==> src/rtl/sbox_pkg.sv <==
// Shared types and constants for the S-box sharing scheduler.
// Tags carry the owning requester id through the fixed-latency core pipe.
package sbox_pkg;

  localparam int unsigned SBOX_W      = 8;
  localparam int unsigned NUM_REQ_MAX = 8;
  localparam int unsigned TAG_IDW     = $clog2(NUM_REQ_MAX);

  typedef struct packed {
    logic               valid;
    logic [TAG_IDW-1:0] id;
  } sbox_tag_t;

  localparam logic SBOX_FWD = 1'b0;
  localparam logic SBOX_INV = 1'b1;

endpackage

==> src/rtl/rr_arbiter.sv <==
// Combinational round-robin picker: first set request at or after ptr, wrapping.
// Pointer state is owned by the caller.
module rr_arbiter #(
  parameter int unsigned N  = 4,
  parameter int unsigned IW = (N > 1) ? $clog2(N) : 1
) (
  input  logic [N-1:0]  req,
  input  logic [IW-1:0] ptr,
  output logic [N-1:0]  gnt,
  output logic [IW-1:0] idx,
  output logic          any
);

  always_comb begin : p_pick
    logic [IW-1:0] k;
    gnt = '0;
    idx = '0;
    any = 1'b0;
    k   = '0;
    for (int unsigned off = 0; off < N; off++) begin
      k = IW'((32'(ptr) + off) % N);
      if (!any && req[k]) begin
        any    = 1'b1;
        gnt[k] = 1'b1;
        idx    = k;
      end
    end
  end

endmodule

==> src/rtl/sbox_share_sched.sv <==
// Round-robin scheduler sharing one pipelined fwd/inv S-box core among NUM_REQ requesters.
// Each issued byte is tagged through a SBOX_LAT+1 deep pipe and steered back to its owner.
module sbox_share_sched
  import sbox_pkg::*;
#(
  parameter int unsigned NUM_REQ  = 4,
  parameter int unsigned SBOX_LAT = 2
) (
  input  logic                      clk,
  input  logic                      rst,
  input  logic [NUM_REQ-1:0]        req_valid,
  input  logic [NUM_REQ-1:0]        req_inv,
  input  logic [SBOX_W*NUM_REQ-1:0] req_data,
  output logic [NUM_REQ-1:0]        req_ready,
  output logic [NUM_REQ-1:0]        rsp_valid,
  output logic [SBOX_W*NUM_REQ-1:0] rsp_data,
  input  logic [NUM_REQ-1:0]        rsp_ready,
  output logic [SBOX_W-1:0]         core_in,
  output logic                      core_inv,
  input  logic [SBOX_W-1:0]         core_out,
  output logic                      idle
);

  localparam int unsigned IW = $clog2(NUM_REQ);

  logic [NUM_REQ-1:0]        busy_q, busy_d;
  logic [NUM_REQ-1:0]        rsp_valid_q, rsp_valid_d;
  logic [SBOX_W*NUM_REQ-1:0] rsp_data_q, rsp_data_d;
  logic [IW-1:0]             rr_ptr_q, rr_ptr_d;
  logic [SBOX_W-1:0]         core_in_q, core_in_d;
  logic                      core_inv_q, core_inv_d;
  logic [NUM_REQ-1:0]        elig, gnt;
  logic [IW-1:0]             gnt_idx;
  logic                      gnt_any;
  sbox_tag_t                 pipe_q [SBOX_LAT+1];
  sbox_tag_t                 push, tail;

  // busy spans accept..consume, so a requester can never be re-granted while in flight
  assign elig = req_valid & ~busy_q;

  rr_arbiter #(
    .N  (NUM_REQ),
    .IW (IW)
  ) u_arb (
    .req (elig),
    .ptr (rr_ptr_q),
    .gnt (gnt),
    .idx (gnt_idx),
    .any (gnt_any)
  );

  assign tail = pipe_q[SBOX_LAT];

  always_comb begin
    busy_d      = busy_q;
    rsp_valid_d = rsp_valid_q;
    rsp_data_d  = rsp_data_q;
    rr_ptr_d    = rr_ptr_q;
    core_in_d   = core_in_q;
    core_inv_d  = core_inv_q;
    push        = '0;

    if (gnt_any) begin
      rr_ptr_d   = (32'(gnt_idx) == NUM_REQ - 1) ? '0 : gnt_idx + IW'(1);
      push.valid = 1'b1;
      push.id    = TAG_IDW'(gnt_idx);
    end

    for (int unsigned i = 0; i < NUM_REQ; i++) begin
      if (rsp_valid_q[i] && rsp_ready[i]) begin
        busy_d[i]      = 1'b0;
        rsp_valid_d[i] = 1'b0;
      end
      if (gnt[i]) begin
        busy_d[i]  = 1'b1;
        core_in_d  = req_data[SBOX_W*i +: SBOX_W];
        core_inv_d = req_inv[i];
      end
      // Slot is guaranteed free here: the owner cannot have another op outstanding
      if (tail.valid && (tail.id == TAG_IDW'(i))) begin
        rsp_valid_d[i]                = 1'b1;
        rsp_data_d[SBOX_W*i +: SBOX_W] = core_out;
      end
    end
  end

  always_ff @(posedge clk or posedge rst) begin
    if (rst) begin
      busy_q      <= '0;
      rsp_valid_q <= '0;
      rsp_data_q  <= '0;
      rr_ptr_q    <= '0;
      core_in_q   <= '0;
      core_inv_q  <= SBOX_FWD;
      for (int unsigned i = 0; i <= SBOX_LAT; i++) begin
        pipe_q[i] <= '0;
      end
    end else begin
      busy_q      <= busy_d;
      rsp_valid_q <= rsp_valid_d;
      rsp_data_q  <= rsp_data_d;
      rr_ptr_q    <= rr_ptr_d;
      core_in_q   <= core_in_d;
      core_inv_q  <= core_inv_d;
      pipe_q[0]   <= push;
      for (int unsigned i = 1; i <= SBOX_LAT; i++) begin
        pipe_q[i] <= pipe_q[i-1];
      end
    end
  end

  assign req_ready = gnt;
  assign rsp_valid = rsp_valid_q;
  assign rsp_data  = rsp_data_q;
  assign core_in   = core_in_q;
  assign core_inv  = core_inv_q;
  assign idle      = ~|busy_q;

endmodule

==> config.mk <==
export PLATFORM = sky130hd
export DESIGN_NAME = sbox_share_sched
export DESIGN_NICKNAME = d
export VERILOG_FILES = /design/src/rtl/sbox_pkg.sv /design/src/rtl/rr_arbiter.sv /design/src/rtl/sbox_share_sched.sv
export SDC_FILE = /design/constraint.sdc
export NUM_CORES = 1
export LEC_CHECK = 0
export CAP_MARGIN = 20
export CORE_MARGIN = 1.5
export CORE_UTILIZATION = 55
export DETAILED_ROUTE_END_ITERATION = 6
export DONT_BUFFER_PORTS = 1
export GPL_TIMING_DRIVEN = 1
export PLACE_DENSITY = 0.81
export SYNTH_ARGS = -nofsm -noshare
export SYNTH_HDL_FRONTEND = slang
export SYNTH_SLANG_ARGS = --single-unit
==> constraint.sdc <==
create_clock -name clk -period 4.1 [get_ports clk]
set_clock_uncertainty 0.15 [all_clocks]
set_input_delay 0.82 -clock clk [delete_from_list [all_inputs] [get_ports clk]]
set_output_delay 0.82 -clock clk [all_outputs]
set_load 0.02 [all_outputs]
==> impl_summary.md, run 1 <==
STA
Setup repair after global routing left no endpoint under its margin. For the pin with the worst max-slew slack, the measured transition is 0.875 ns. The worst path needs 3.82 ns of the cycle, external delays included. Measured against its own limit, the worst slew margin works out to 0.412. The final sum of negative setup slack is 0 ns. Setup violations remaining at the end of the flow were counted as 0. In the finished design, the share of the clock period the worst path needs comes to 0.932. The hold violation count in the final report is 0.

The number of slew-limit violations in the final report was 0. The highest clock rate is about 260 MHz.

Drt
The routed wire length on met2 is 3600 um. After detailed routing, the met3 layer carries 483 um of wire. The detailed router put a total of 2810 um of wire on met1. After detailed routing, the average wire length per cell comes to around 18 um. In the routed design, unresolved DRC markers number 0.

The length of the first detailed-routing pass in iterations is 4. The initial detailed-routing violation count is 113. After detailed routing, no signal wire sits above met4. The vias after detailed routing is 2323.

The total wire length after detailed routing is 6960 um. The count of nets left with antenna violations once routing finished came out at 0. Using the TritonRoute via totals, the vias-per-cell ratio works out to slightly above 6.

Placed design
In this run the tool buffered the top-level ports with 0 buffer cells. The detailed placement HPWL is about 5200 um. In this run, placement finished with an instance count of 362. The global placer's final weighted congestion is roughly 0.91.

Clocking
CTS saw 60 sinks. The clock tree root buffer cell is sky130_fd_sc_hd__clkbuf_8. Buffers inserted during clock tree synthesis total 9. The H-tree generated during clock tree synthesis spans 3 levels. After clock tree synthesis, the flow added hold-fix buffers numbering 0. The clock passes through at most 2 buffers. The clock latency on the worst-skew pair is 0.32 ns.

TritonCTS built the clock tree. Clock-pin slew was measured on the worst setup and hold paths at around 0.06 ns.

Outcome
The run finished with clean final reports.

Synthesis
Counting flops with an async set or reset pin after synthesis yields a share of 1.00. The register area share after synthesis is 0.478. Synthesis produced 294 cells. The number of enable-type register cells in the synthesized netlist is 0. Synthesis produced a netlist with a net count of 357. For this run, the number of Yosys warnings is 0.

The biggest area contributor in the post-synthesis netlist is sky130_fd_sc_hd__dfrtp_1. The share of synthesized area in the top cell type comes to 0.478. Yosys mapped the design onto 45 distinct sky130hd cell types.

The most instantiated flip-flop cell in the synthesis netlist is sky130_fd_sc_hd__dfrtp_1. After synthesis, the cell types taking the most area are sky130_fd_sc_hd__dfrtp_1 48%, sky130_fd_sc_hd__mux2_2 11%, sky130_fd_sc_hd__inv_1 4.1%. In this run, synthesis produced a sequential element count of 60.

The summed instance area of the synthesized netlist is approximately 0.0031 sq mm. The synthesized area divided by synthesized cell count is 10.7 sq um.

Layout
The most frequent standard cell in the layout excluding fill and tap cells is sky130_fd_sc_hd__dfrtp_1. In the final layout, the share of cells above drive strength 1 is 0.218. For this run, the share of the core covered by cells in the final layout is 0.623. The post-layout instance count excluding filler cells is 380. The layout-stage area growth over the synthesis result is 9.33%. The layout net count is between 300 and 400. The library cells used most frequently in the layout, excluding fill and tap cells, are 60 x sky130_fd_sc_hd__dfrtp_1, 33 x sky130_fd_sc_hd__inv_1, 32 x sky130_fd_sc_hd__mux2_2.

The repair_antennas step left the layout with diodes totalling 0.

Worst setup path
The arrival time at the worst endpoint is 2.85 ns. The worst setup path is launched from a register. The largest fanout on the critical path is 20.

The worst setup path is captured at an output port. The critical path class is reg2out. The critical path required time is 3.13 ns. The setup slack of the most critical reg-to-reg path is 0.62 ns.

Die
For this configuration, the core starts out at a cell density of 0.570. The height of the die is about 80 um. The core box area is ~0.0055 sq mm. The die covers 0.00617 sq mm. The number of placed I/O pins is roughly 100. The initialized floorplan defines 27 standard-cell rows. The die width is 78.5 um.

Power and ir drop
The leakage power is 1.55 nW. Power spread over the standard cell area amounts to 1030 mW/mm^2. VDD sags by at most around 0.00049 V.

Global route
The first global-routing pass estimated 10900 um of wire. The number of antenna violations at the first check in global routing is 0. After global routing the overflow that remains totals 0. The overall global routing resource usage is 0.232. The via count of the first global-routing pass is 2221. Entering global routing, the biggest net connects 34 pins.

Hold path
The class of the worst hold path is reg2reg.

Run
The tool flagged a number of max-cap violations equal to 0.
## layer usage
layer  vias to the layer above  track usage
met1                      1116        0.285
met5                         -            0
li1                       1099            -
met2                       102        0.387
met4                         0        0.100
met3                         6       0.0558
## metrics by stage
stage / total power [mW] / worst slack (ns) / hold slack [ns] / cell area [sq um]
finish: 3.53 / 0.278 / 0.202 / 3430
global route: 3.76 / 0.0277 / 0.214 / 3430
CTS: 3.52 / 0.0130 / 0.202 / 3410
detailed placement: 3.03 / 0.368 / 0.187 / 3230
global placement: 2.96 / 0.472 / 0.182 / 3230
floorplan: 2.65 / 0.694 / 0.181 / 3140
## final timing paths
| kind | startpoint | end | cells after the start |
|---|---|---|---|
| worst max-delay path | rr_ptr_q[1] | req_ready[1] | 8 |
| worst min register to register | pipe_q[9] | pipe_q[5] | 0 |
| min in group asynchronous | rst | rsp_valid[0] | 1 |
| worst max register to register | rr_ptr_q[1] | core_in[0] | 8 |
| max in group asynchronous | rst | rr_ptr_q[1] | 2 |
| worst min-delay path | pipe_q[9] | pipe_q[5] | 0 |
## final cells by class
class | instances | area (sq um)
multi-input combinational | 186 | 1440
inverter | 35 | 131
clock inverter | 5 | 52.6
fill | 453 | 2080
clock buffer | 11 | 131
timing repair buffer | 11 | 82.6
sequential | 60 | 1500
tap | 72 | 90.1
## worst max-delay path: stages (launching register included)
cell                        delay [ns]
sky130_fd_sc_hd__dfrtp_1          0.52
sky130_fd_sc_hd__inv_1            0.10
sky130_fd_sc_hd__ha_1             0.38
sky130_fd_sc_hd__inv_1            0.19
sky130_fd_sc_hd__nor3_1           0.08
sky130_fd_sc_hd__o2111ai_1        0.40
sky130_fd_sc_hd__a21bo_2          0.40
sky130_fd_sc_hd__nand3_1          0.24
sky130_fd_sc_hd__buf_4            0.22
## timing repair
item / CTS / global route
buffers inserted: 0 / 1
setup endpoints to repair: 0 / 2
hold endpoints to repair: 0 / 0
resized for setup: 0 / 1
## registers in the layout (all words and copies together) (netlist names)
name,cells
core_inv,1
rr_ptr_q,2
rsp_data,32
rsp_valid,4
busy_q,4
pipe_q,9
core_in,8
## report_power, final
group | switching [mW] | internal [mW]
sequential | 0.504 | 0.911
clock | 0.212 | 0.278
combinational | 0.904 | 0.721
total | 1.62 | 1.91
## cells in the mapped netlist, types with 2 or more instances
| cell | count |
|---|---|
| sky130_fd_sc_hd__o21ai_0 | 7 |
| sky130_fd_sc_hd__nor2b_1 | 4 |
| sky130_fd_sc_hd__and4_1 | 9 |
| sky130_fd_sc_hd__o31ai_1 | 15 |
| sky130_fd_sc_hd__nand3_1 | 2 |
| sky130_fd_sc_hd__o221ai_1 | 9 |
| sky130_fd_sc_hd__buf_4 | 2 |
| sky130_fd_sc_hd__nor3_1 | 12 |
| sky130_fd_sc_hd__buf_2 | 2 |
| sky130_fd_sc_hd__clkbuf_1 | 7 |
| sky130_fd_sc_hd__a21o_1 | 5 |
| sky130_fd_sc_hd__a22o_1 | 2 |
| sky130_fd_sc_hd__mux4_2 | 2 |
| sky130_fd_sc_hd__dfrtp_1 | 60 |
| sky130_fd_sc_hd__ha_1 | 9 |
| sky130_fd_sc_hd__nand2b_1 | 5 |
| sky130_fd_sc_hd__mux2_2 | 32 |
| sky130_fd_sc_hd__nor2_1 | 6 |
| sky130_fd_sc_hd__nand3b_1 | 2 |
| sky130_fd_sc_hd__o31ai_2 | 3 |
| sky130_fd_sc_hd__nand2_1 | 25 |
| sky130_fd_sc_hd__nor3b_1 | 2 |
| sky130_fd_sc_hd__o22ai_1 | 4 |
| sky130_fd_sc_hd__inv_1 | 34 |
| sky130_fd_sc_hd__a21oi_1 | 5 |
| sky130_fd_sc_hd__a22oi_1 | 2 |
| sky130_fd_sc_hd__a31oi_1 | 9 |
## cells by family (layout without fill, tap and decap cells)
kind of cell,Yosys count,count (layout),synth area share
muxes,34,34,0.129
DFF,60,60,0.478
and+or+nand+nor,73,73,0.127
adders and majority gates,9,9,0.0359
buffers and inverters,48,62,0.0634
AOI/OAI and AO/OA,70,70,0.166
Note: power is estimated with default switching activity, not from simulation.
==> inputs of run 2 (changes only) <==
--- a/config.mk
+++ b/config.mk
@@ -7,11 +7,12 @@
 export LEC_CHECK = 0
 export CAP_MARGIN = 20
 export CORE_MARGIN = 1.5
-export CORE_UTILIZATION = 55
+export CORE_UTILIZATION = 40
+export CTS_CLUSTER_DIAMETER = 80
 export DETAILED_ROUTE_END_ITERATION = 6
 export DONT_BUFFER_PORTS = 1
 export GPL_TIMING_DRIVEN = 1
-export PLACE_DENSITY = 0.81
+export PLACE_DENSITY = 0.65
 export SYNTH_ARGS = -nofsm -noshare
 export SYNTH_HDL_FRONTEND = slang
 export SYNTH_SLANG_ARGS = --single-unit
==> impl_summary.md, run 2 (same netlist as run 1, synthesis figures left out) <==
Drt
The detailed-route vias per instance is 5.73 (was 6.11). The wire length on met1 is 3110 um (was 2810 um). The count of nets left with antenna violations after detail routing is 0 (unchanged). The vias after detailed routing is 2345 (was 2323).

The wire length per cell after detailed routing is 17.9 um (was 18.3 um). The routed wire length on met2 is 3340 um (was 3600 um). The met3 routed wirelength is 762 um (was 483 um). The number of DRC violations after detailed routing is 0 (unchanged). The total wire length after detailed routing is 7300 um (was 6960 um).

The uppermost layer routed is met4 (unchanged). The length of the first detailed-routing pass in iterations is 5 (was 4). The initial detailed-routing violation count is 125 (was 113).

Worst setup path
The critical path required time came to 3.13 ns (about the same). The largest fanout on the critical path was 10 (was 20). The count of cells along the worst register-to-register path came to 8 (unchanged). The buffer and inverter count on the worst path is 2 (was 3). Worst path cell trace: inv_1 > ha_1 > inv_1 > mux4_2 > nor3b_1 > a222oi_1 > nand2_2 (was inv_1 > ha_1 > inv_1 > nor3_1 > o2111ai_1 > a21bo_2 > nand3_1 > buf_4). The sort of element at the end of the critical path is an output port (unchanged). The delay of the slowest cell on the worst path came to 0.49 ns (was 0.52 ns). The highest-delay cell along the critical path is sky130_fd_sc_hd__a222oi_1 (was sky130_fd_sc_hd__dfrtp_1). The critical path depth in cells is 7 (was 8). The kind of start point of the critical path is a register (unchanged). The gate family responsible for the most delay along the worst path is compound AO/OA/AOI/OAI gates (unchanged). The arrival time at the worst endpoint came to 2.93 ns (was 2.85 ns).

The critical path class is reg2out (unchanged). The most frequent cell on the critical path is sky130_fd_sc_hd__inv_1 (unchanged).

STA
RSZ-0062 raised after global routing: false (unchanged). The highest clock rate was 256 MHz (was 262 MHz). The hold violation count in the final report was 0 (unchanged).

The worst-margin pin slew is 1.10 ns (was 0.875 ns). The final setup slack of the worst path was 0.198 ns (was 0.278 ns). The number of slew-limit violations in the final report came to 0 (unchanged). The final setup violation count was 0 (unchanged). The smallest hold slack is 0.140 ns (was 0.202 ns).

The clock period minus worst slack is 3.90 ns (was 3.82 ns). The final sum of negative setup slack was 0 ns (unchanged). The relative max-transition margin was 0.258 (was 0.412). The final period utilization is 0.952 (was 0.932).

Global route
The overall global routing resource usage is 0.178 (was 0.232). The number of antenna violations at the first check in global routing is 0 (unchanged). The total congestion overflow is 0 (unchanged). The maximum number of pins on one net before global-route repair is 51 (was 34).

The wire length of the first global-routing pass is 11600 um (was 10900 um). The via count of the first global-routing pass was 2285 (was 2221).

Die
The effective utilization at floorplan is 0.410 (was 0.570). The height of the die is 91.6 um (was 78.5 um). The number of placed I/O pins is 104 (unchanged). The core box area is 0.00765 sq mm (was 0.00551 sq mm).

The die area was 0.00839 sq mm (was 0.00617 sq mm). The count of standard-cell rows was 32 (was 27). The die width is 91.6 um (was 78.5 um).

Layout
The most frequent standard cell in the layout excluding fill and tap cells is sky130_fd_sc_hd__dfrtp_1 (unchanged). The ratio of cells with drive above 1 in the final layout is 0.231 (was 0.218). The post-layout instance count excluding filler cells is 409 (was 380). The layout-stage area growth over the synthesis result came to 11.6% (was 9.33%). Commonest non-fill, non-tap cells in the layout: 59 x sky130_fd_sc_hd__dfrtp_1, 33 x sky130_fd_sc_hd__inv_1, 32 x sky130_fd_sc_hd__mux2_2 (was 60 x sky130_fd_sc_hd__dfrtp_1, 33 x sky130_fd_sc_hd__inv_1, 32 x sky130_fd_sc_hd__mux2_2).

The layout net count is 365 (was 366). The end-of-flow core utilization is 0.458 (was 0.623). The total non-filler cell area in the finished layout was 0.00350 sq mm (was 0.00343 sq mm).

The count of inserted antenna diode cells came to 0 (unchanged). The flip-flop count of the largest register, all copies and words added came to 32 (unchanged).

Placed design
The area after detailed placement is 0.00326 sq mm (was 0.00323 sq mm). The quantity of I/O buffers inserted on ports is 0 (unchanged). The detailed placement HPWL is 5380 um (was 5180 um).

The worst slack at placement came to 0.176 ns (was 0.368 ns). The number of placed cells counting well taps was 391 (was 362). The global placer's final weighted congestion is 0.888 (was 0.911).

Power and ir drop
The sequential power share is 0.397 (was 0.401). The cell internal power dissipation is 1.90 mW (was 1.91 mW). The clock network fraction of design power is 0.136 (was 0.139). The worst vdd rail ir drop was 0.000401 V (was 0.000489 V). The switching fraction of total power is 0.464 (was 0.459). The power per standard cell area is 1010 mW/mm^2 (was 1030 mW/mm^2). The portion of total power attributed to combinational logic is 0.467 (was 0.460).

The switching power of the nets is 1.64 mW (was 1.62 mW). The sum of internal, switching and leakage power is 3.54 mW (was 3.53 mW). The leakage power came to 1.54 nW (was 1.55 nW).

Outcome
Run status: finished, final reports clean (unchanged).

Hold path
The class of the worst hold path is in2async (was reg2reg).

Clocking
The clock tree root buffer cell is sky130_fd_sc_hd__clkbuf_8 (unchanged). The total CTS buffers is 9 (unchanged). The total of hold buffers inserted after clock tree synthesis is 0 (unchanged).

The TritonCTS clock tree is built (unchanged). The maximum level of the CTS H-tree is 3 (unchanged). The number of sinks on the clock net is 60 (unchanged). The clock transition time at the flip-flop clock pins of the worst setup and hold paths is 0.06 ns (about the same). The clock latency on the worst-skew pair came to 0.32 ns (about the same). The maximum buffer depth of the clock tree is 2 (unchanged).

Run
The count of maximum capacitance violations is 0 (unchanged).
-- run 2: timing repair --
item	4_1_cts	5_1_grt
endpoints found under the setup margin	1	3
buffers inserted	0	2
gates resized for setup	1	7
pin swaps	0	2
-- run 2: per-layer routing --
layer | track usage | vias up
li1 | - | 1088
met1 | 0.229 | 1128
met2 | 0.272 | 118
met3 | 0.0712 | 11
met4 | 0.0573 | 0
met5 | 0 | -
-- run 2: cell type report --
type	count	area, sq um
fill	720	4150
clock buffer	13	169
multi-input combinational	186	1480
sequential	60	1500
clock inverter	3	20.0
inverter	35	131
timing repair buffer	10	75.1
tap	102	128
-- run 2: worst reg2reg max path: cells and delay by family (launching register included) --
kind	cells	cell delay, ns
AO/OA/AOI/OAI	2	0.89
AND/OR/NAND/NOR	2	0.70
adder cells (fa/ha/maj)	1	0.37
buffers and inverters	2	0.49
multiplexers	1	0.38
flip-flops	1	0.47
-- run 2: power by group through the flow --
stage	clock network, mW	logic, mW	registers, mW
6_report	0.481	1.65	1.41
5_1_grt	0.527	1.82	1.45
4_1_cts	0.500	1.61	1.41
3_5_place_dp	0	1.60	1.42
3_3_place_gp	0	1.56	1.40
2_1_floorplan	0	1.30	1.35
-- run 2: worst paths after layout --
| kind | endpoint | startpoint | slack (ns) |
|---|---|---|---|
| max in group asynchronous | rr_ptr_q[1] | rst | 2.78 |
| hold reg to reg | pipe_q[3] | pipe_q[7] | 0.20 |
| setup reg to reg | core_in[4] | rr_ptr_q[1] | 0.58 |
| min in group clk | pipe_q[3] | pipe_q[7] | 0.20 |
| setup / recovery | req_ready[0] | rr_ptr_q[1] | 0.20 |
| hold / removal | rsp_data[7] | rst | 0.14 |
